<file path="config.mk">
export PLATFORM = sky130hd
export DESIGN_NAME = image_stream_sched_flat
export DESIGN_NICKNAME = d
export VERILOG_FILES = /design/src/rtl/image_stream_sched_if.sv /design/src/rtl/image_stream_sched.sv /design/src/flat_wrapper.sv
export SDC_FILE = /design/constraint.sdc
export NUM_CORES = 1
export LEC_CHECK = 0
export ABC_AREA = 1
export CORE_MARGIN = 8
export CORE_UTILIZATION = 52
export DETAILED_ROUTE_END_ITERATION = 6
export PLACE_DENSITY = 0.8
export SLEW_MARGIN = 20
export SYNTH_ARGS = -nofsm -noshare
export SYNTH_HDL_FRONTEND = slang
export SYNTH_SLANG_ARGS = --single-unit
</file>
<file path="constraint.sdc">
create_clock -name i_clk -period 2.1 [get_ports i_clk]
set_clock_uncertainty 0.1 [all_clocks]
set_input_delay 0.42 -clock i_clk [delete_from_list [all_inputs] [get_ports i_clk]]
set_output_delay 0.42 -clock i_clk [all_outputs]
set_load 0.005 [all_outputs]
</file>
<file path="src/rtl/image_stream_sched_if.sv">
// Request/grant/completion bundle between the image sources, the image glue and the
// round-robin scheduler.
interface image_stream_sched_if #(
  parameter int unsigned NUM_REQ = 4,
  parameter int unsigned ID_W    = 2,
  parameter int unsigned CNT_W   = 16
);
  logic [NUM_REQ-1:0] i_req;
  logic [NUM_REQ-1:0] o_grant;
  logic [ID_W-1:0]    o_grant_id;
  logic               o_img_cmd_pulse;
  logic               i_image_done_pulse;
  logic [NUM_REQ-1:0] o_req_done;
  logic [NUM_REQ-1:0] o_req_err;
  logic               o_busy;
  logic               o_timeout_err;
  logic               i_err_clr;
  logic [CNT_W-1:0]   o_xfer_count;

  // Scheduler side
  modport slave (
    input  i_req, i_image_done_pulse, i_err_clr,
    output o_grant, o_grant_id, o_img_cmd_pulse, o_req_done, o_req_err, o_busy,
           o_timeout_err, o_xfer_count
  );

  // Requester / glue side
  modport master (
    output i_req, i_image_done_pulse, i_err_clr,
    input  o_grant, o_grant_id, o_img_cmd_pulse, o_req_done, o_req_err, o_busy,
           o_timeout_err, o_xfer_count
  );
endinterface

</file>
<file path="src/rtl/image_stream_sched.sv">
// Round-robin scheduler granting the shared image-streaming path to one source at a time,
// holding the grant until image completion or watchdog expiry.
module image_stream_sched #(
  parameter int unsigned NUM_REQ        = 4,
  parameter int unsigned ID_W           = 2,
  parameter int unsigned TIMEOUT_CYCLES = 1024,
  parameter int unsigned CNT_W          = 16
) (
  input logic                 i_clk,
  input logic                 i_rst,
  image_stream_sched_if.slave bus
);

  localparam int unsigned        WdW     = (TIMEOUT_CYCLES > 1) ? $clog2(TIMEOUT_CYCLES) : 1;
  localparam logic [WdW-1:0]     WdMax   = WdW'(TIMEOUT_CYCLES - 1);
  localparam logic [NUM_REQ-1:0] OneHot0 = NUM_REQ'(1);

  typedef enum logic [2:0] {StIdle, StGrant, StIssue, StWait, StRelease} state_e;

  state_e             state_q, state_d;
  logic [NUM_REQ-1:0] grant_q, grant_d;
  logic [ID_W-1:0]    grant_id_q, grant_id_d;
  logic               cmd_q, cmd_d;
  logic [NUM_REQ-1:0] done_q, done_d;
  logic [NUM_REQ-1:0] err_q, err_d;
  logic               busy_q, busy_d;
  logic               terr_q, terr_d;
  logic [CNT_W-1:0]   cnt_q, cnt_d;
  logic [ID_W-1:0]    ptr_q, ptr_d;
  logic [WdW-1:0]     wd_q, wd_d;

  logic               pick_found;
  logic [ID_W-1:0]    pick_id;
  logic [ID_W-1:0]    scan_idx;
  logic [ID_W-1:0]    ptr_next;
  logic               terr_set;

  // First requesting source at or above the RR pointer, wrapping modulo NUM_REQ
  always_comb begin
    pick_found = 1'b0;
    pick_id    = '0;
    scan_idx   = '0;
    for (int unsigned i = 0; i < NUM_REQ; i++) begin
      scan_idx = ID_W'((32'(ptr_q) + i) % NUM_REQ);
      if (!pick_found && bus.i_req[scan_idx]) begin
        pick_found = 1'b1;
        pick_id    = scan_idx;
      end
    end
  end

  assign ptr_next = ID_W'((32'(grant_id_q) + 32'd1) % NUM_REQ);

  always_comb begin
    state_d    = state_q;
    grant_d    = grant_q;
    grant_id_d = grant_id_q;
    cmd_d      = 1'b0;
    done_d     = '0;
    err_d      = '0;
    cnt_d      = cnt_q;
    ptr_d      = ptr_q;
    wd_d       = wd_q;
    terr_set   = 1'b0;

    unique case (state_q)
      StIdle: begin
        if (pick_found) begin
          grant_d    = OneHot0 << pick_id;
          grant_id_d = pick_id;
          state_d    = StGrant;
        end
      end
      StGrant: begin
        cmd_d   = 1'b1;
        state_d = StIssue;
      end
      StIssue: begin
        wd_d    = '0;
        state_d = StWait;
      end
      StWait: begin
        // A done pulse on the expiry cycle still counts as a normal completion
        if (bus.i_image_done_pulse) begin
          done_d  = grant_q;
          cnt_d   = cnt_q + CNT_W'(1);
          ptr_d   = ptr_next;
          state_d = StRelease;
        end else if (wd_q == WdMax) begin
          err_d    = grant_q;
          terr_set = 1'b1;
          ptr_d    = ptr_next;
          state_d  = StRelease;
        end else begin
          wd_d = wd_q + WdW'(1);
        end
      end
      StRelease: begin
        grant_d    = '0;
        grant_id_d = '0;
        state_d    = StIdle;
      end
      default: state_d = StIdle;
    endcase

    busy_d = (state_d != StIdle);
    terr_d = terr_set | (terr_q & ~bus.i_err_clr);
  end

  always_ff @(posedge i_clk) begin
    if (i_rst) begin
      state_q    <= StIdle;
      grant_q    <= '0;
      grant_id_q <= '0;
      cmd_q      <= 1'b0;
      done_q     <= '0;
      err_q      <= '0;
      busy_q     <= 1'b0;
      terr_q     <= 1'b0;
      cnt_q      <= '0;
      ptr_q      <= '0;
      wd_q       <= '0;
    end else begin
      state_q    <= state_d;
      grant_q    <= grant_d;
      grant_id_q <= grant_id_d;
      cmd_q      <= cmd_d;
      done_q     <= done_d;
      err_q      <= err_d;
      busy_q     <= busy_d;
      terr_q     <= terr_d;
      cnt_q      <= cnt_d;
      ptr_q      <= ptr_d;
      wd_q       <= wd_d;
    end
  end

  assign bus.o_grant         = grant_q;
  assign bus.o_grant_id      = grant_id_q;
  assign bus.o_img_cmd_pulse = cmd_q;
  assign bus.o_req_done      = done_q;
  assign bus.o_req_err       = err_q;
  assign bus.o_busy          = busy_q;
  assign bus.o_timeout_err   = terr_q;
  assign bus.o_xfer_count    = cnt_q;

endmodule

</file>
<file path="src/flat_wrapper.sv">
// flat-port wrapper written by rule: the top's interface ports become plain ports
module image_stream_sched_flat 
#(
  parameter int unsigned NUM_REQ        = 4,
  parameter int unsigned ID_W           = 2,
  parameter int unsigned TIMEOUT_CYCLES = 1024,
  parameter int unsigned CNT_W          = 16
)
  (i_clk, i_rst, bus_i_req, bus_i_image_done_pulse, bus_i_err_clr, bus_o_grant, bus_o_grant_id, bus_o_img_cmd_pulse, bus_o_req_done, bus_o_req_err, bus_o_busy, bus_o_timeout_err, bus_o_xfer_count);
  image_stream_sched_if #(.NUM_REQ(NUM_REQ), .ID_W(ID_W), .CNT_W(CNT_W)) bus_i ();
  input logic i_clk;
  input logic i_rst;
  input wire logic [$bits(bus_i.i_req)-1:0] bus_i_req;
  input wire logic [$bits(bus_i.i_image_done_pulse)-1:0] bus_i_image_done_pulse;
  input wire logic [$bits(bus_i.i_err_clr)-1:0] bus_i_err_clr;
  output wire logic [$bits(bus_i.o_grant)-1:0] bus_o_grant;
  output wire logic [$bits(bus_i.o_grant_id)-1:0] bus_o_grant_id;
  output wire logic [$bits(bus_i.o_img_cmd_pulse)-1:0] bus_o_img_cmd_pulse;
  output wire logic [$bits(bus_i.o_req_done)-1:0] bus_o_req_done;
  output wire logic [$bits(bus_i.o_req_err)-1:0] bus_o_req_err;
  output wire logic [$bits(bus_i.o_busy)-1:0] bus_o_busy;
  output wire logic [$bits(bus_i.o_timeout_err)-1:0] bus_o_timeout_err;
  output wire logic [$bits(bus_i.o_xfer_count)-1:0] bus_o_xfer_count;
  assign bus_i.i_req = bus_i_req;
  assign bus_i.i_image_done_pulse = bus_i_image_done_pulse;
  assign bus_i.i_err_clr = bus_i_err_clr;
  assign bus_o_grant = bus_i.o_grant;
  assign bus_o_grant_id = bus_i.o_grant_id;
  assign bus_o_img_cmd_pulse = bus_i.o_img_cmd_pulse;
  assign bus_o_req_done = bus_i.o_req_done;
  assign bus_o_req_err = bus_i.o_req_err;
  assign bus_o_busy = bus_i.o_busy;
  assign bus_o_timeout_err = bus_i.o_timeout_err;
  assign bus_o_xfer_count = bus_i.o_xfer_count;
  image_stream_sched #(.NUM_REQ(NUM_REQ), .ID_W(ID_W), .TIMEOUT_CYCLES(TIMEOUT_CYCLES), .CNT_W(CNT_W)) u_core (.i_clk(i_clk), .i_rst(i_rst), .bus(bus_i));
endmodule
</file>
Yosys cells after proc, flatten, opt, wreduce, memory -nomap -nowiden:

Cells that the tools add are included.

* divide/modulo/power cells: 0
* shift-type cells: 1
* add/sub/neg operators: 6
* bitwise gates (word level): 6
* order comparisons: 4
* reductions and logical operators: 17
* equal/unequal tests: 8
* $mul: 0
* mux-type cells: 33

Operators with widths (count)
* two-way mux 10 bit: 2
* case mux 10 bit (2 select lines): 1
* adder 16 x 1 -> 16 bit, second input constant: 1
* two-way mux 2 bit: 7
* < comparator 2 x 3 -> 1 bit, second input constant: 4
* two-way mux 1 bit: 12
* case mux 3 bit (4 select lines): 1
* adder 10 x 1 -> 10 bit, second input constant: 1
* == test 10 bit, second input constant: 1
* two-way mux 3 bit: 3
* binary-select mux 1 bit (select 2 bit): 4
* case mux 4 bit (2 select lines): 1
* == test 3 x 2 -> 1 bit, second input constant: 2
* AND reduction 2 bit: 3
* nonzero test 2 bit: 3
* adder 2 x 1 -> 2 bit, second input constant: 2
* adder 2 bit, second input constant: 2
* two-way mux 4 bit: 1
* != test 2 bit, second input constant: 2
* inverter 1 bit: 4
* case mux 2 bit (2 select lines): 1
* OR reduction 4 bit: 1
* left shift 1 x 2 -> 4 bit, first input constant: 1
* == test 3 x 1 -> 1 bit, second input constant: 1
* 10 further kinds: 14

* memory bits (read-only): 0
* output and inout bits: 33
* bits in writable memories: 0
* register bits: 48
* bits in latches: 0
* memories: 0

Longest topological paths before layout:

Gate-level depths: netlist (run 1).

* depth after elaboration: 15
* gate-level depth with buffers: 14
* depth with buffers taken out: 14

Least setup slack after synthesis (run 1):

No wires, ideal clock.

* kind: reg2reg
* start: reg u_core.wd_q[0]
* end: reg u_core.busy_q, in the netlist u_core.bus.o_busy
* buffers on the path: 1
* cell stages (with the launch flop): 12
* setup slack: 0.512 ns
* required time: 1.866 ns
* data arrival time: 1.353 ns
* cell sequence: dfxtp_1 ha_1 nand2_1 inv_1 nand2_1 nor2_1 nand2_1 nand3_1 nand2_2 buf_6 nor2_1 a31oi_1

* word-level cells in the longest chain between the ends: 5

Ends and longest elaborated chain
* start: declaration: RTL line image_stream_sched.sv:30 `logic [WdW-1:0] wd_q, wd_d;`
* start signal: assignment: RTL line image_stream_sched.sv:134 `wd_q <= wd_d;`
* == test 10 bit: RTL line image_stream_sched.sv:89 `end else if (wd_q == WdMax) begin`
* two-way mux 3 bit: RTL line image_stream_sched.sv:89
* two-way mux 3 bit: RTL line image_stream_sched.sv:84 `if (bus.i_image_done_pulse) begin`
* case mux 3 bit (4 select lines): RTL line image_stream_sched.sv:66 `unique case (state_q)`
* nonzero test 3 bit: RTL line image_stream_sched.sv:106 `busy_d = (state_d != StIdle);`
* end signal: assignment: RTL line image_stream_sched.sv:130 `busy_q <= busy_d;`
* end: declaration: RTL line image_stream_sched.sv:26 `logic busy_q, busy_d;`

Every way passes these cells.
A chain may end at the register's enable or synchronous reset.

Final worst setup path (run 1):

* start: reg u_core.ptr_q[0]
* end: reg u_core.busy_q, in the netlist u_core.bus.o_busy

* word-level cells in the longest chain between the ends: 15
* elaborated cells between the ends (all ways): 24
* those cells by class: add/sub: 3; mux: 14; reduce/logical: 7

Ends and longest elaborated chain
* start: declaration: RTL line image_stream_sched.sv:29 `logic [ID_W-1:0] ptr_q, ptr_d;`
* start signal: assignment: RTL line image_stream_sched.sv:133 `ptr_q <= ptr_d;`
* branches (longest 11 deep; another with adder 2 x 1 -> 2 bit)
* two-way mux 1 bit *: RTL line image_stream_sched.sv:45 `if (!pick_found && bus.i_req[scan_idx]) begin`
* two-way mux 3 bit *: RTL line image_stream_sched.sv:68 `if (pick_found) begin`
* case mux 3 bit (4 select lines) *: RTL line image_stream_sched.sv:66
* nonzero test 3 bit *: RTL line image_stream_sched.sv:106

Mark *: on every way between the ends. The select of a mux whose other input is x is not followed.

==> results by stage, run 1 <==
Run status:
- The run finished with clean final reports.

Synth:
- The share of synthesized flip-flops with an asynchronous set or reset is 0%.
- The fraction of synthesized area in multiplexers is 0%.
- The count of warnings emitted by yosys is 0.
- Synthesis produced a netlist with a net count of 353.
- The average instance in the mapped netlist occupies 6.854 um2.
- The fraction of synthesized cell area in xor and xnor cells is 2.235%.
- Synthesis produced a netlist whose cell count is 343.
- The mapped cell area is 2351 um2.
- Summing the areas of all compound-gate instances in the mapped netlist gives 9.580% of the synthesized area.
- The total of flip-flops plus latches after synthesis is 48.
- The sequential area share after synthesis is 40.87%.
- The dominant synthesized flop cell is sky130_fd_sc_hd__dfxtp_1.
- The adder and majority gate portion of the synthesized area is 1.064%.
- The number of different library cells used by synthesis comes to 33.
- The number of enable flip-flop cells after synthesis is 0.
- The simple-gate portion of the synthesized area is 37.41%.
- By area, the combinational part of the netlist is dominated by simple AND/OR/NAND/NOR gates.

Critical path:
- STA classifies the critical path startpoint as a flop.
- The worst setup path startpoint is u_core.ptr_q[0]$_SDFFE_PP0P_.
- The kind of critical path is reg -> reg.
- The worst setup path is captured at a flop.
- For the worst setup path, the data required time is 2.18 ns.
- The worst register-to-register path has a depth of 11.
- The startpoint identified for the worst register-to-register timing path is u_core.ptr_q[0]$_SDFFE_PP0P_.
- Following the worst setup path forward leads to its endpoint at u_core.bus.o_busy$_SDFF_PP0_.
- Walking the worst path, the cells encountered are inv_4 > nand2_1 > nand2_1 > nand2_1 > nand2_1 > nor2_2 > nand3_1 > nand2_2 > inv_1 > nor2_1 > a31oi_1.
- The cell occurring most often along the worst timing path is sky130_fd_sc_hd__nand2_1.
- The worst-path cell with the longest stage delay is sky130_fd_sc_hd__dfxtp_1.
- The terminus of the critical flop-to-flop path is u_core.bus.o_busy$_SDFF_PP0_.
- The largest fanout of any net on the critical path is 10.
- The worst register-to-register path has a setup slack of 0.20 ns.
- The delay contributed by the slowest stage of the critical path is 0.56 ns.
- The family with the most delay on the worst path is simple AND/OR/NAND/NOR gates.
- The critical path arrival is 1.98 ns.
- The number of buffers and inverters on the critical path is 2.
- The critical path crosses 11 cells after its start point.

Clock tree:
- The cell sitting at the root of the clock tree is a sky130_fd_sc_hd__clkbuf_8.
- The latest clock arrival within the worst-skew pair is 0.30 ns.
- The clock net in this run drives a total of 48 sinks.
- Clock-pin slew was measured on the worst setup and hold paths at 0.09 ns.
- The clock passes through at most 2 buffers.
- The number of resized instances in the post-cts repair step is 0.
- In this run, post-CTS hold repair placed 0 buffers.
- The maximum level of the CTS H-tree is 2.
- After clock tree synthesis, the setup repair step added 0 buffers.
- The TritonCTS clock tree is done.
- Clock tree synthesis inserted a total of 5 buffers.

Timing:
- At the pin with the least slew margin, the transition time is 0.4934 ns.
- The share of the cycle needed by the critical path after routing is 90.59%.
- The worst path needs 1.902 ns of the cycle, external delays included.
- The worst slew margin relative to its limit is 67.07%.
- Setup violations remaining at the end of the flow were counted as 0.
- The final hold violation count came to 0.
- The final max-slew violation count is 0.
- The maximum operating frequency is 525.6 MHz.
- Setup repair after global routing left no endpoint under its margin.

Place:
- Input and output buffers added on the ports amount to 40.
- The placed instances occupy a cell area of 2835 um2.
- At the end of routability-driven placement, the weighted congestion stood at 0.9418.
- The post-detailed-placement half-perimeter wirelength is 3930 um.

Power:
- The peak ir drop on the vdd network is 0.4046 mV.
- Dividing total power by cell area gives a power density of 803.6 nW/um2.
- The total power of the final layout is 2406 uW.
- Summed over all cells, the static leakage comes to 0.001259 uW.

Final layout:
- The final net count is 402.
- The multi-input combinational cells in the finished layout cover a total of 1182 um2.
- Compared with the post-synthesis result, the final layout area differs by 27.35%.
- Fill cells in the final layout number 356.
- The number of antenna diodes in the final layout is 0.
- The combined flip-flop and latch cell area is 960.9 um2.
- In the final layout, the share of cells above drive strength 1 is 9.415%.
- The final design instance area without fill is 2994 um2.

Floorplan:
- The initial core utilization is 53.99%.
- In this run the core area contains 24 standard-cell rows.
- The die extent in y is 83.24 um.
- In this run the standard cell core region covers 4354 um2.
- The die width is 83.24 um.
- The die footprint is 6929 um2.
- The number of top-level design ports is 41.

Job:
- The number of max-cap violations is 0.

Detailed routing:
- The first TritonRoute pass finished after 4 iterations.
- The average via count per standard cell is 5.002.
- The routed wire length per instance is 11.60 um.
- The first routing iteration left 191 violations.
- The via total after detailed routing is 2,226.
- Wires add up to 5163 um.
- The number of remaining DRC errors is 0.
- In this run the remaining antenna-violating nets after routing total 0.

Global routing:
- The combined global-route utilization of all metal layers is 15.18%.
- The largest net degree at the start of global routing is 22.
- The first global-routing pass estimated 9087 um of wire.
- The number of antenna violations at the first check in global routing is 0.
- The residual overflow from global routing is 0.
- The via count of the first global-routing pass is 2,095.

Min path:
- The kind of path behind the tightest hold check is reg -> reg.
-- Yosys cell counts (2+ instances only) --
master                      n  area, um2
sky130_fd_sc_hd__inv_1     41      153.9
sky130_fd_sc_hd__ha_1       2      25.02
sky130_fd_sc_hd__dfxtp_1   48      960.9
sky130_fd_sc_hd__clkbuf_1   3      11.26
sky130_fd_sc_hd__nor2_1    47      176.4
sky130_fd_sc_hd__nand2_1   96      360.4
sky130_fd_sc_hd__nand2_4    2      22.52
sky130_fd_sc_hd__nor2_4     2      22.52
sky130_fd_sc_hd__and3_1     2      12.51
sky130_fd_sc_hd__a31oi_1    2      12.51
sky130_fd_sc_hd__buf_6      2      22.52
sky130_fd_sc_hd__nand4_1    3      18.77
sky130_fd_sc_hd__xor2_1     5      43.79
sky130_fd_sc_hd__nor2_2     3      18.77
sky130_fd_sc_hd__nand2_2    6      37.54
sky130_fd_sc_hd__a21oi_1   26      130.1
sky130_fd_sc_hd__nand3_1   21      105.1
sky130_fd_sc_hd__o21ai_0   11      55.05
sky130_fd_sc_hd__clkinv_2   2      10.01
sky130_fd_sc_hd__nor3_1     5      25.02
sky130_fd_sc_hd__o21a_1     2      15.01
-- through the flow --
stage | hold slack (ns) | util [%] | setup slack (ns) | TNS [ns] | cells
6_report | 0.3746 | 68.76 | 0.1975 | 0 | 445
4_1_cts | 0.3727 | 68.76 | 0.2150 | 0 | 445
3_3_place_gp | 0.3586 | 65.11 | 0.02269 | 0 | 437
2_1_floorplan | 0.3567 | - | 0.5122 | 0 | 343
5_1_grt | 0.3882 | 68.76 | 0.009311 | 0 | 445
3_5_place_dp | 0.3586 | 65.11 | -0.03496 | -0.04039 | 437
-- worst reg2reg max path, cell delays in order (launching register included) --
cell and delay (ns):
sky130_fd_sc_hd__dfxtp_1 0.56, sky130_fd_sc_hd__inv_4 0.12, sky130_fd_sc_hd__nand2_1 0.08, sky130_fd_sc_hd__nand2_1 0.10, sky130_fd_sc_hd__nand2_1 0.09, sky130_fd_sc_hd__nand2_1 0.06
sky130_fd_sc_hd__nor2_2 0.14, sky130_fd_sc_hd__nand3_1 0.11, sky130_fd_sc_hd__nand2_2 0.10, sky130_fd_sc_hd__inv_1 0.07, sky130_fd_sc_hd__nor2_1 0.13, sky130_fd_sc_hd__a31oi_1 0.12
-- routing by layer --
metal  global-route usage, %  routed length (um)  vias up
met4                   5.751                  67        0
li1                        -                   -     1179
met2                   24.61                2302       56
met5                       0                   0        -
met3                   5.273                 363        6
met1                   17.90                2429      985
-- worst min-delay path by stage --
stage | start | to | slack (ns) | cells after the start
3_3_place_gp | u_core.bus.o_grant[1]$_SDFFE_PP0P_ | u_core.bus.o_req_err[1]$_SDFF_PP0_ | 0.36 | 2
5_1_grt | u_core.bus.o_grant[1]$_SDFFE_PP0P_ | u_core.bus.o_req_err[1]$_SDFF_PP0_ | 0.39 | 2
4_1_cts | u_core.bus.o_grant[1]$_SDFFE_PP0P_ | u_core.bus.o_req_done[1]$_SDFF_PP0_ | 0.37 | 2
3_5_place_dp | u_core.bus.o_grant[1]$_SDFFE_PP0P_ | u_core.bus.o_req_done[1]$_SDFF_PP0_ | 0.36 | 2
2_1_floorplan | u_core.wd_q[1]$_SDFFE_PP0P_ | u_core.wd_q[1]$_SDFFE_PP0P_ | 0.36 | 2
6_report | u_core.bus.o_grant[1]$_SDFFE_PP0P_ | u_core.bus.o_req_done[1]$_SDFF_PP0_ | 0.37 | 2
-- logic make-up after synthesis --
logic type,after synthesis
AOI/OAI and AO/OA,43
xor gates and xnor gates,6
adders and majority gates,2
buffers and inverters,50
DFF,48
and+or+nand+nor,194
-- where the power goes --
part	internal, uW	switching (uW)	total (uW)	leakage [uW]
clock	595	301	896	0.0000784
combinational	194	308	502	0.000792
sequential	962	46.4	1010	0.000388
total	1750	656	2410	0.00126
-- layout make-up --
| class | instances | area share (%) |
|---|---|---|
| Sequential cell | 48 | 32.09 |
| Clock inverter | 3 | 3.009 |
| Inverter | 45 | 5.809 |
| Clock buffer | 5 | 2.298 |
| Timing Repair Buffer | 47 | 15.13 |
| Multi-Input combinational cell | 245 | 39.49 |
| Tap cell | 52 | 2.173 |
-- sequential cells by signal, indices dropped and copies added (netlist names) --
signal,flops
u_core.bus.o_img_cmd_pulse,1
u_core.bus.o_req_err,4
u_core.bus.o_req_done,4
u_core.bus.o_busy,1
u_core.bus.o_grant_id,2
u_core.bus.o_xfer_count,16
u_core.state_q,3
u_core.bus.o_grant,4
u_core.bus.o_timeout_err,1
u_core.wd_q,10
u_core.ptr_q,2
-- cell usage in the layout, fill, tap and decap left out, drive strengths merged, types with 6 or more instances in the layout --
| cell type | instances |
|---|---|
| dfxtp | 48 |
| a21oi | 26 |
| inv | 43 |
| nor2 | 53 |
| clkdlybuf4s50 | 40 |
| o21ai | 12 |
| nand2 | 104 |
| nand3 | 22 |
| nor3 | 6 |
| buf | 7 |
No activity file was read; power rests on OpenSTA's default activity.
==> run 2, diff against run 1 <==
- GPL_TIMING_DRIVEN: default -> 0
- REMOVE_ABC_BUFFERS: default -> 1
==> run 2 against run 1 <==
Compared with the run above: count of clock-buffer cells in the layout stayed put; critical path type unchanged; utilization decreased by 2.8 points; cell area decreased by 4.0%.
==> results by stage, run 2 (synthesis results as in run 1) <==
Run status:
- Run status: finished, final reports clean (unchanged).

Final layout:
- The share of cells above drive strength 1 is 8.290% (was 9.415%).
- The area used by multi-input combinational logic is 1182 um2 (unchanged).
- The number of flip-flops under the largest register name is 16 (unchanged).
- The count of antenna diodes in the layout is 0 (unchanged).
- The combined flip-flop and latch cell area is 962.2 um2 (was 960.9 um2).
- The final net count is 395 (was 402).
- The commonest non-fill, non-tap cell in the layout was sky130_fd_sc_hd__nand2_1 (unchanged).
- The final design instance area without fill is 2874 um2 (was 2994 um2).
- The area added between synthesis and finish came to 22.25% (was 27.35%).
- The fill cell instance count of the final layout is 395 (was 356).
- Most frequent cells in the layout: sky130_fd_sc_hd__nand2_1 (96), sky130_fd_sc_hd__nor2_1 (47), sky130_fd_sc_hd__dfxtp_1 (47) (was sky130_fd_sc_hd__nand2_1 (96), sky130_fd_sc_hd__dfxtp_1 (48), sky130_fd_sc_hd__nor2_1 (47)).

Global routing:
- The met1 usage is 16.49% (was 17.90%).
- The residual overflow from global routing is 0 (unchanged).
- The most crowded layer after global routing is met2 (unchanged).
- The via count of the first global-routing pass is 1,988 (was 2,095).
- The routing usage on met3 is 3.613% (was 5.273%).
- The combined global-route utilization of all metal layers was 14.67% (was 15.18%).
- The met2 track utilization from global routing is 24.75% (was 24.61%).
- The largest net degree at the start of global routing came to 23 (was 22).
- The number of antenna violations at the first check in global routing was 0 (unchanged).
- The global-route wire length before repair is 8590 um (was 9087 um).

Floorplan:
- The die width is 83.24 um (unchanged).
- The number of top-level design ports is 41 (unchanged).
- The initial core utilization is 53.99% (unchanged).
- The number of cell rows was 24 (unchanged).
- The die extent in y is 83.24 um (unchanged).
- The placeable core region came to 4354 um2 (unchanged).
- The die footprint came to 6929 um2 (unchanged).

Detailed routing:
- The total length of routed wires came to 5018 um (was 5163 um).
- The first-pass detailed-route iteration total came to 4 (unchanged).
- The violation count after the first detailed-routing iteration is 103 (was 191).
- The remaining antenna violation count after routing is 0 (unchanged).
- The number of remaining DRC errors is 0 (unchanged).
- The via total after detailed routing is 2,151 (was 2,226).
- The average via count per standard cell is 4.911 (was 5.002).
- The routed wire length per instance was 11.46 um (was 11.60 um).

Timing:
- The number of failing setup endpoints in the final timing report was 0 (unchanged).
- The final hold violation count was 0 (unchanged).
- The worst slew margin relative to its limit came to 66.96% (was 67.07%).
- The setup TNS after final layout is 0 ns (unchanged).
- The final max-slew violation count is 0 (unchanged).
- The share of the cycle needed by the critical path after routing is 89.17% (was 90.59%).
- The worst hold slack is 0.3776 ns (was 0.3746 ns).
- The maximum operating frequency is 534.0 MHz (was 525.6 MHz).
- RSZ-0062 raised after global routing: no (unchanged).
- The actual transition at the worst max-transition pin is 0.4956 ns (was 0.4934 ns).
- The final period demand of the worst path is 1.873 ns (was 1.902 ns).

Place:
- The weighted congestion at the end of routability-driven global placement came to 0.7888 (was 0.9418).
- The post-detailed-placement cell area is 2783 um2 (was 2835 um2).
- The post-detailed-placement half-perimeter wirelength is 3801 um (was 3930 um).
- The count of port buffers added during placement is 40 (unchanged).

Job:
- The number of max-cap violations is 0 (unchanged).

Clock tree:
- The library cell used as clock root buffer is sky130_fd_sc_hd__clkbuf_8 (unchanged).
- The clock transition at the register clock pins on the worst setup and hold paths after CTS is 0.09 ns (about the same).
- The clock sink count is 48 (unchanged).
- The TritonCTS clock tree was done (unchanged).
- The latest clock arrival within the worst-skew pair is 0.31 ns (was 0.30 ns).
- The number of buffers on the longest clock path was 2 (unchanged).
- The hold buffer count at CTS is 0 (unchanged).
- The number of buffers created by CTS is 5 (unchanged).
- The maximum level of the CTS H-tree is 2 (unchanged).

Power:
- The peak ir drop on the vdd network was 0.4348 mV (was 0.4046 mV).
- The power spent charging and discharging nets was 681.8 uW (was 655.7 uW).
- The share of power burned in the clock network is 28.2% (was 37.2%).
- The net switching fraction of the power is 32.98% (was 27.25%).
- The portion of total power attributed to sequential cells came to 48.7% (was 41.9%).
- The cell area power density is 719.2 nW/um2 (was 803.6 nW/um2).
- The total power of the final layout came to 2067 uW (was 2406 uW).
- The design internal power is 1385 uW (was 1750 uW).
- The leakage power total is 0.001195 uW (was 0.001259 uW).
- The portion of total power attributed to combinational logic is 23.1% (was 20.9%).

Critical path:
- The number of cells on the worst reg-to-reg path is 11 (unchanged).
- The type of destination of the critical path is a flop (unchanged).
- The kind of critical path is reg -> reg (unchanged).
- The worst setup path startpoint is u_core.wd_q[0]$_SDFFE_PP0P_ (was u_core.ptr_q[0]$_SDFFE_PP0P_).
- The terminus of the critical flop-to-flop path was u_core.wd_q[2]$_SDFFE_PP0P_ (was u_core.bus.o_busy$_SDFF_PP0_).
- The critical path launch point type is a flop (unchanged).
- The largest fanout of any net on the critical path is 13 (was 10).
- The required time at the endpoint of the critical path is 2.24 ns (was 2.18 ns).
- The critical path arrival is 2.01 ns (was 1.98 ns).
- The launching point of the worst reg2reg path is u_core.wd_q[0]$_SDFFE_PP0P_ (was u_core.ptr_q[0]$_SDFFE_PP0P_).
- The minimum setup slack among reg-to-reg paths is 0.23 ns (was 0.20 ns).

Min path:
- The kind of path behind the tightest hold check is reg -> reg (unchanged).
- The startpoint of the lowest-slack hold path is u_core.bus.o_timeout_err$_SDFF_PP0_ (was u_core.bus.o_grant[1]$_SDFFE_PP0P_).
- The count of cells along the worst hold path came to 2 (unchanged).
- The end point of the most critical hold path is u_core.bus.o_timeout_err$_SDFF_PP0_ (was u_core.bus.o_req_done[1]$_SDFF_PP0_).
[run 2: changes by cell type in the layout (fill, tap and decap cells not counted)]
cell                              before  now
sky130_fd_sc_hd__dfxtp_1              48   47
sky130_fd_sc_hd__buf_4                 7    0
sky130_fd_sc_hd__inv_6                 0    2
sky130_fd_sc_hd__clkbuf_2              0    1
sky130_fd_sc_hd__dfxtp_2               0    1
sky130_fd_sc_hd__bufinv_16             3    0
sky130_fd_sc_hd__clkinv_4              0    1
sky130_fd_sc_hd__clkdlybuf4s50_1      40   39
[run 2: repair_timing]
item / 4_1_cts / 5_1_grt
setup endpoints to repair: 16 / 17
setup buffers: 0 / 0
resized for setup: 1 / 3
[run 2: stage by stage]
| stage | instances | setup WS [ns] | utilization (%) |
|---|---|---|---|
| 3_5_place_dp | 430 | -0.6138 | 63.91 |
| 4_1_cts | 438 | 0.005584 | 66.06 |
| 2_1_floorplan | 338 | 0.4358 | - |
| 3_3_place_gp | 430 | -0.6302 | 63.91 |
| 5_1_grt | 438 | 0.04889 | 66.01 |
| 6_report | 438 | 0.2274 | 66.01 |
[run 2: worst max-delay path, cell delays in order (launching register included)]
cell and delay [ns]:
sky130_fd_sc_hd__dfxtp_1 0.35, sky130_fd_sc_hd__ha_1 0.21, sky130_fd_sc_hd__nand2_1 0.10, sky130_fd_sc_hd__inv_1 0.06, sky130_fd_sc_hd__nand2_1 0.06, sky130_fd_sc_hd__nor2_1 0.04
sky130_fd_sc_hd__nand2_1 0.09, sky130_fd_sc_hd__nand3_1 0.09, sky130_fd_sc_hd__nand2_2 0.22, sky130_fd_sc_hd__nand2_1 0.09, sky130_fd_sc_hd__or2_2 0.28, sky130_fd_sc_hd__a21oi_1 0.12
[run 2: worst max path at each step]
stage | end | slack [ns] | cells past startpoint
final | u_core.wd_q[2]$_SDFFE_PP0P_ | 0.23 | 11
after global routing | u_core.wd_q[2]$_SDFFE_PP0P_ | 0.05 | 11
after CTS | u_core.bus.o_timeout_err$_SDFF_PP0_ | 0.006 | 4
after detailed placement | u_core.bus.o_timeout_err$_SDFF_PP0_ | -0.61 | 4
after global placement | u_core.bus.o_timeout_err$_SDFF_PP0_ | -0.63 | 4
after floorplan | u_core.wd_q[2]$_SDFFE_PP0P_ | 0.44 | 11
[run 2: layer usage]
metal | up-vias | wire [um]
met4 | 0 | 102
met3 | 7 | 213
met2 | 38 | 2367
li1 | 1163 | -
met5 | - | 0
met1 | 943 | 2335
[run 2: power by group through the flow]
stage / logic, uW / clock network, uW / registers [uW]
2_1_floorplan: 314 / 0 / 1020
3_3_place_gp: 474 / 0 / 1030
3_5_place_dp: 481 / 0 / 1030
4_1_cts: 483 / 600 / 1010
5_1_grt: 550 / 629 / 1010
6_report: 478 / 583 / 1010
[run 2: cell type report]
cell class | count | share of cell area (%)
Tap cell | 52 | 2.264
Multi-Input combinational cell | 245 | 41.14
Timing Repair Buffer | 40 | 13.76
Inverter | 45 | 6.051
Clock buffer | 5 | 2.394
Clock inverter | 3 | 0.9142
Sequential cell | 48 | 33.48
==> run 3, diff against run 2 <==
- CORE_MARGIN: 8 -> default
- CORE_UTILIZATION: 52 -> 40
- PLACE_DENSITY: 0.8 -> 0.64
==> run 3 against run 2 <==
Compared with the run above: non-clock buffer count unchanged; maximum frequency grew 0.54%; register-to-register slack better by 0.02 ns; cell count grew 4.6%; sequential share of layout area down 0.43 points; setup slack improved by 0.010 ns; combinational power up 1%; utilization down 14 points; clock power down 3.6%; via count grew 0.79%; routed wire length down 2.7%.
==> results by stage, run 3 (synthesis results as in run 1) <==
Clock tree:
- The maximum level of the CTS H-tree is 2 (unchanged).
- The number of buffers created by CTS came to 5 (unchanged).
- The latest clock arrival within the worst-skew pair is 0.30 ns (was 0.31 ns).
- The clock sink count came to 48 (unchanged).
- The number of buffers on the longest clock path came to 2 (unchanged).
- The TritonCTS clock tree is done (unchanged).
- The post-CTS setup buffer count is 0 (unchanged).
- The clock transition at the register clock pins on the worst setup and hold paths after CTS came to 0.09 ns (about the same).
- The library cell used as clock root buffer is sky130_fd_sc_hd__clkbuf_8 (unchanged).

Place:
- The weighted congestion at the end of routability-driven global placement is 0.8595 (was 0.7888).
- The number of placed cells counting well taps was 450 (was 430).
- The post-detailed-placement half-perimeter wirelength is 3601 um (was 3801 um).
- The count of port buffers added during placement is 40 (unchanged).

Floorplan:
- The number of top-level design ports came to 41 (unchanged).
- The placeable core region is 5574 um2 (was 4354 um2).
- The initial core utilization is 42.18% (was 53.99%).
- The die width came to 78.67 um (was 83.24 um).
- The die extent in y is 78.67 um (was 83.24 um).
- The die footprint is 6188 um2 (was 6929 um2).
- The number of cell rows is 27 (was 24).

Timing:
- The actual transition at the worst max-transition pin is 0.5383 ns (was 0.4956 ns).
- The worst slew margin relative to its limit is 64.11% (was 66.96%).
- The worst hold slack is 0.3776 ns (about the same).
- RSZ-0062 raised after global routing: no (unchanged).
- The number of failing setup endpoints in the final timing report is 0 (unchanged).
- The final period demand of the worst path was 1.862 ns (was 1.873 ns).
- The maximum operating frequency is 536.9 MHz (was 534.0 MHz).
- The final hold violation count is 0 (unchanged).
- The share of the cycle needed by the critical path after routing is 88.69% (was 89.17%).
- The final max-slew violation count is 0 (unchanged).

Power:
- The peak ir drop on the vdd network came to 0.5015 mV (was 0.4348 mV).
- The cell area power density is 704.2 nW/um2 (was 719.2 nW/um2).
- The leakage power total is 0.001183 uW (was 0.001195 uW).

Critical path:
- The kind of critical path is in -> reg (was reg -> reg).
- The critical path launch point type was an input pin (was flop).
- The launching point of the worst reg2reg path is u_core.wd_q[0]$_SDFFE_PP0P_ (unchanged).
- The type of destination of the critical path is a flop (unchanged).
- The worst setup path startpoint is bus_i_image_done_pulse (was u_core.wd_q[0]$_SDFFE_PP0P_).
- The critical path arrival was 1.97 ns (was 2.01 ns).
- The required time at the endpoint of the critical path is 2.21 ns (was 2.24 ns).
- The largest fanout of any net on the critical path is 10 (was 13).

Final layout:
- Most frequent cells in the layout: sky130_fd_sc_hd__nand2_1 (96), sky130_fd_sc_hd__nor2_1 (47), sky130_fd_sc_hd__dfxtp_1 (47) (unchanged).
- The final net count is 395 (unchanged).
- The number of standard cells in the layout, taps in and fillers out is 458 (was 438).
- The share of cells above drive strength 1 is 8.549% (was 8.290%).
- The count of antenna diodes in the layout was 0 (unchanged).
- The number of flip-flops under the largest register name is 16 (unchanged).
- The area added between synthesis and finish is 23.84% (was 22.25%).
- The commonest non-fill, non-tap cell in the layout is sky130_fd_sc_hd__nand2_1 (unchanged).

Global routing:
- The via count of the first global-routing pass is 1,942 (was 1,988).
- The largest net degree at the start of global routing is 23 (unchanged).
- The number of antenna violations at the first check in global routing is 0 (unchanged).
- The residual overflow from global routing came to 0 (unchanged).
- The combined global-route utilization of all metal layers is 17.23% (was 14.67%).
- The global-route wire length before repair is 8438 um (was 8590 um).

Min path:
- The kind of path behind the tightest hold check is reg -> reg (unchanged).
- The startpoint of the lowest-slack hold path is u_core.bus.o_grant[0]$_SDFFE_PP0P_ (was u_core.bus.o_timeout_err$_SDFF_PP0_).

Run status:
- Run status: finished, final reports clean (unchanged).

Detailed routing:
- The remaining antenna violation count after routing is 0 (unchanged).
- The routed wire length per instance is 10.67 um (was 11.46 um).
- The average via count per standard cell is 4.734 (was 4.911).
- The number of remaining DRC errors is 0 (unchanged).
- The first-pass detailed-route iteration total is 4 (unchanged).
- The total length of routed wires was 4885 um (was 5018 um).
- The violation count after the first detailed-routing iteration came to 104 (was 103).
- The via total after detailed routing is 2,168 (was 2,151).

Job:
- The number of max-cap violations was 0 (unchanged).
==> run 3: cell types whose count changed in the layout (fill, tap and decap cells not counted) <==
cell | before | now
sky130_fd_sc_hd__clkinvlp_4 | 0 | 3
sky130_fd_sc_hd__inv_6 | 2 | 0
sky130_fd_sc_hd__clkbuf_2 | 1 | 0
sky130_fd_sc_hd__clkdlybuf4s15_2 | 0 | 1
sky130_fd_sc_hd__inv_1 | 41 | 40
sky130_fd_sc_hd__nand2_2 | 6 | 5
sky130_fd_sc_hd__nand2_4 | 2 | 3
==> run 3: critical path, stage by stage <==
cell,delay [ns]
sky130_fd_sc_hd__clkdlybuf4s50_1,0.45
sky130_fd_sc_hd__inv_1,0.12
sky130_fd_sc_hd__nor2_8,0.21
sky130_fd_sc_hd__nand2_4,0.08
sky130_fd_sc_hd__nor3b_4,0.26
sky130_fd_sc_hd__nand3_2,0.14
sky130_fd_sc_hd__nor2_2,0.12
sky130_fd_sc_hd__nand2_1,0.05
sky130_fd_sc_hd__nand2_1,0.06
sky130_fd_sc_hd__nor2_1,0.05
==> run 3: where the power goes <==
part	internal [uW]	switching, uW	leakage (uW)	total [uW]
logic	181	302	0.000753	483
registers	962	43.3	0.000389	1010
clock network	236	326	0.0000404	562
==> run 3: metal layers <==
metal	vias to the layer above	share of wire (%)	global-route usage, %
li1	1166	-	-
met1	958	51	23.09
met2	37	43	26.78
met3	7	4.0	4.070
met4	0	1.5	6.111
met5	-	0	0
==> run 3: stage by stage <==
step                util (%)  total power, uW  setup TNS (ns)  area, um2  worst slack, ns
floorplan                  -             1338               0       2317           0.4358
global placement       50.37             1501          -13.04       2808          -0.6476
detailed placement     50.37             1505          -14.57       2808          -0.6931
CTS                    52.12             2071               0       2905           0.1940
global route           52.23             2189               0       2912          0.05418
finish                 52.23             2050               0       2912           0.2376
==> run 3: path summary, 6_finish.rpt <==
| check | to | slack [ns] | cells after the start |
|---|---|---|---|
| setup / recovery | u_core.bus.o_xfer_count[13]$_SDFFE_PP0P_ | 0.24 | 10 |
| hold / removal | u_core.bus.o_req_err[0]$_SDFF_PP0_ | 0.38 | 2 |
| setup reg to reg | u_core.wd_q[2]$_SDFFE_PP0P_ | 0.25 | 11 |
| hold reg to reg | u_core.bus.o_req_err[0]$_SDFF_PP0_ | 0.38 | 2 |
==> run 3: final cells by class <==
cell class,count,area (um2)
repair buffers,40,401.6
flip-flops and latches,48,962.2
fillers,595,2663
inverters,45,177.7
well taps,72,90.09
multi-input cells,245,1187
clock buffers,5,68.82
clock inverters,3,23.77
==> run 3: repair_timing <==
item | in CTS | in global routing
gates resized for setup | 4 | 2
hold buffers | 0 | 0
endpoints found under the setup margin | 27 | 3
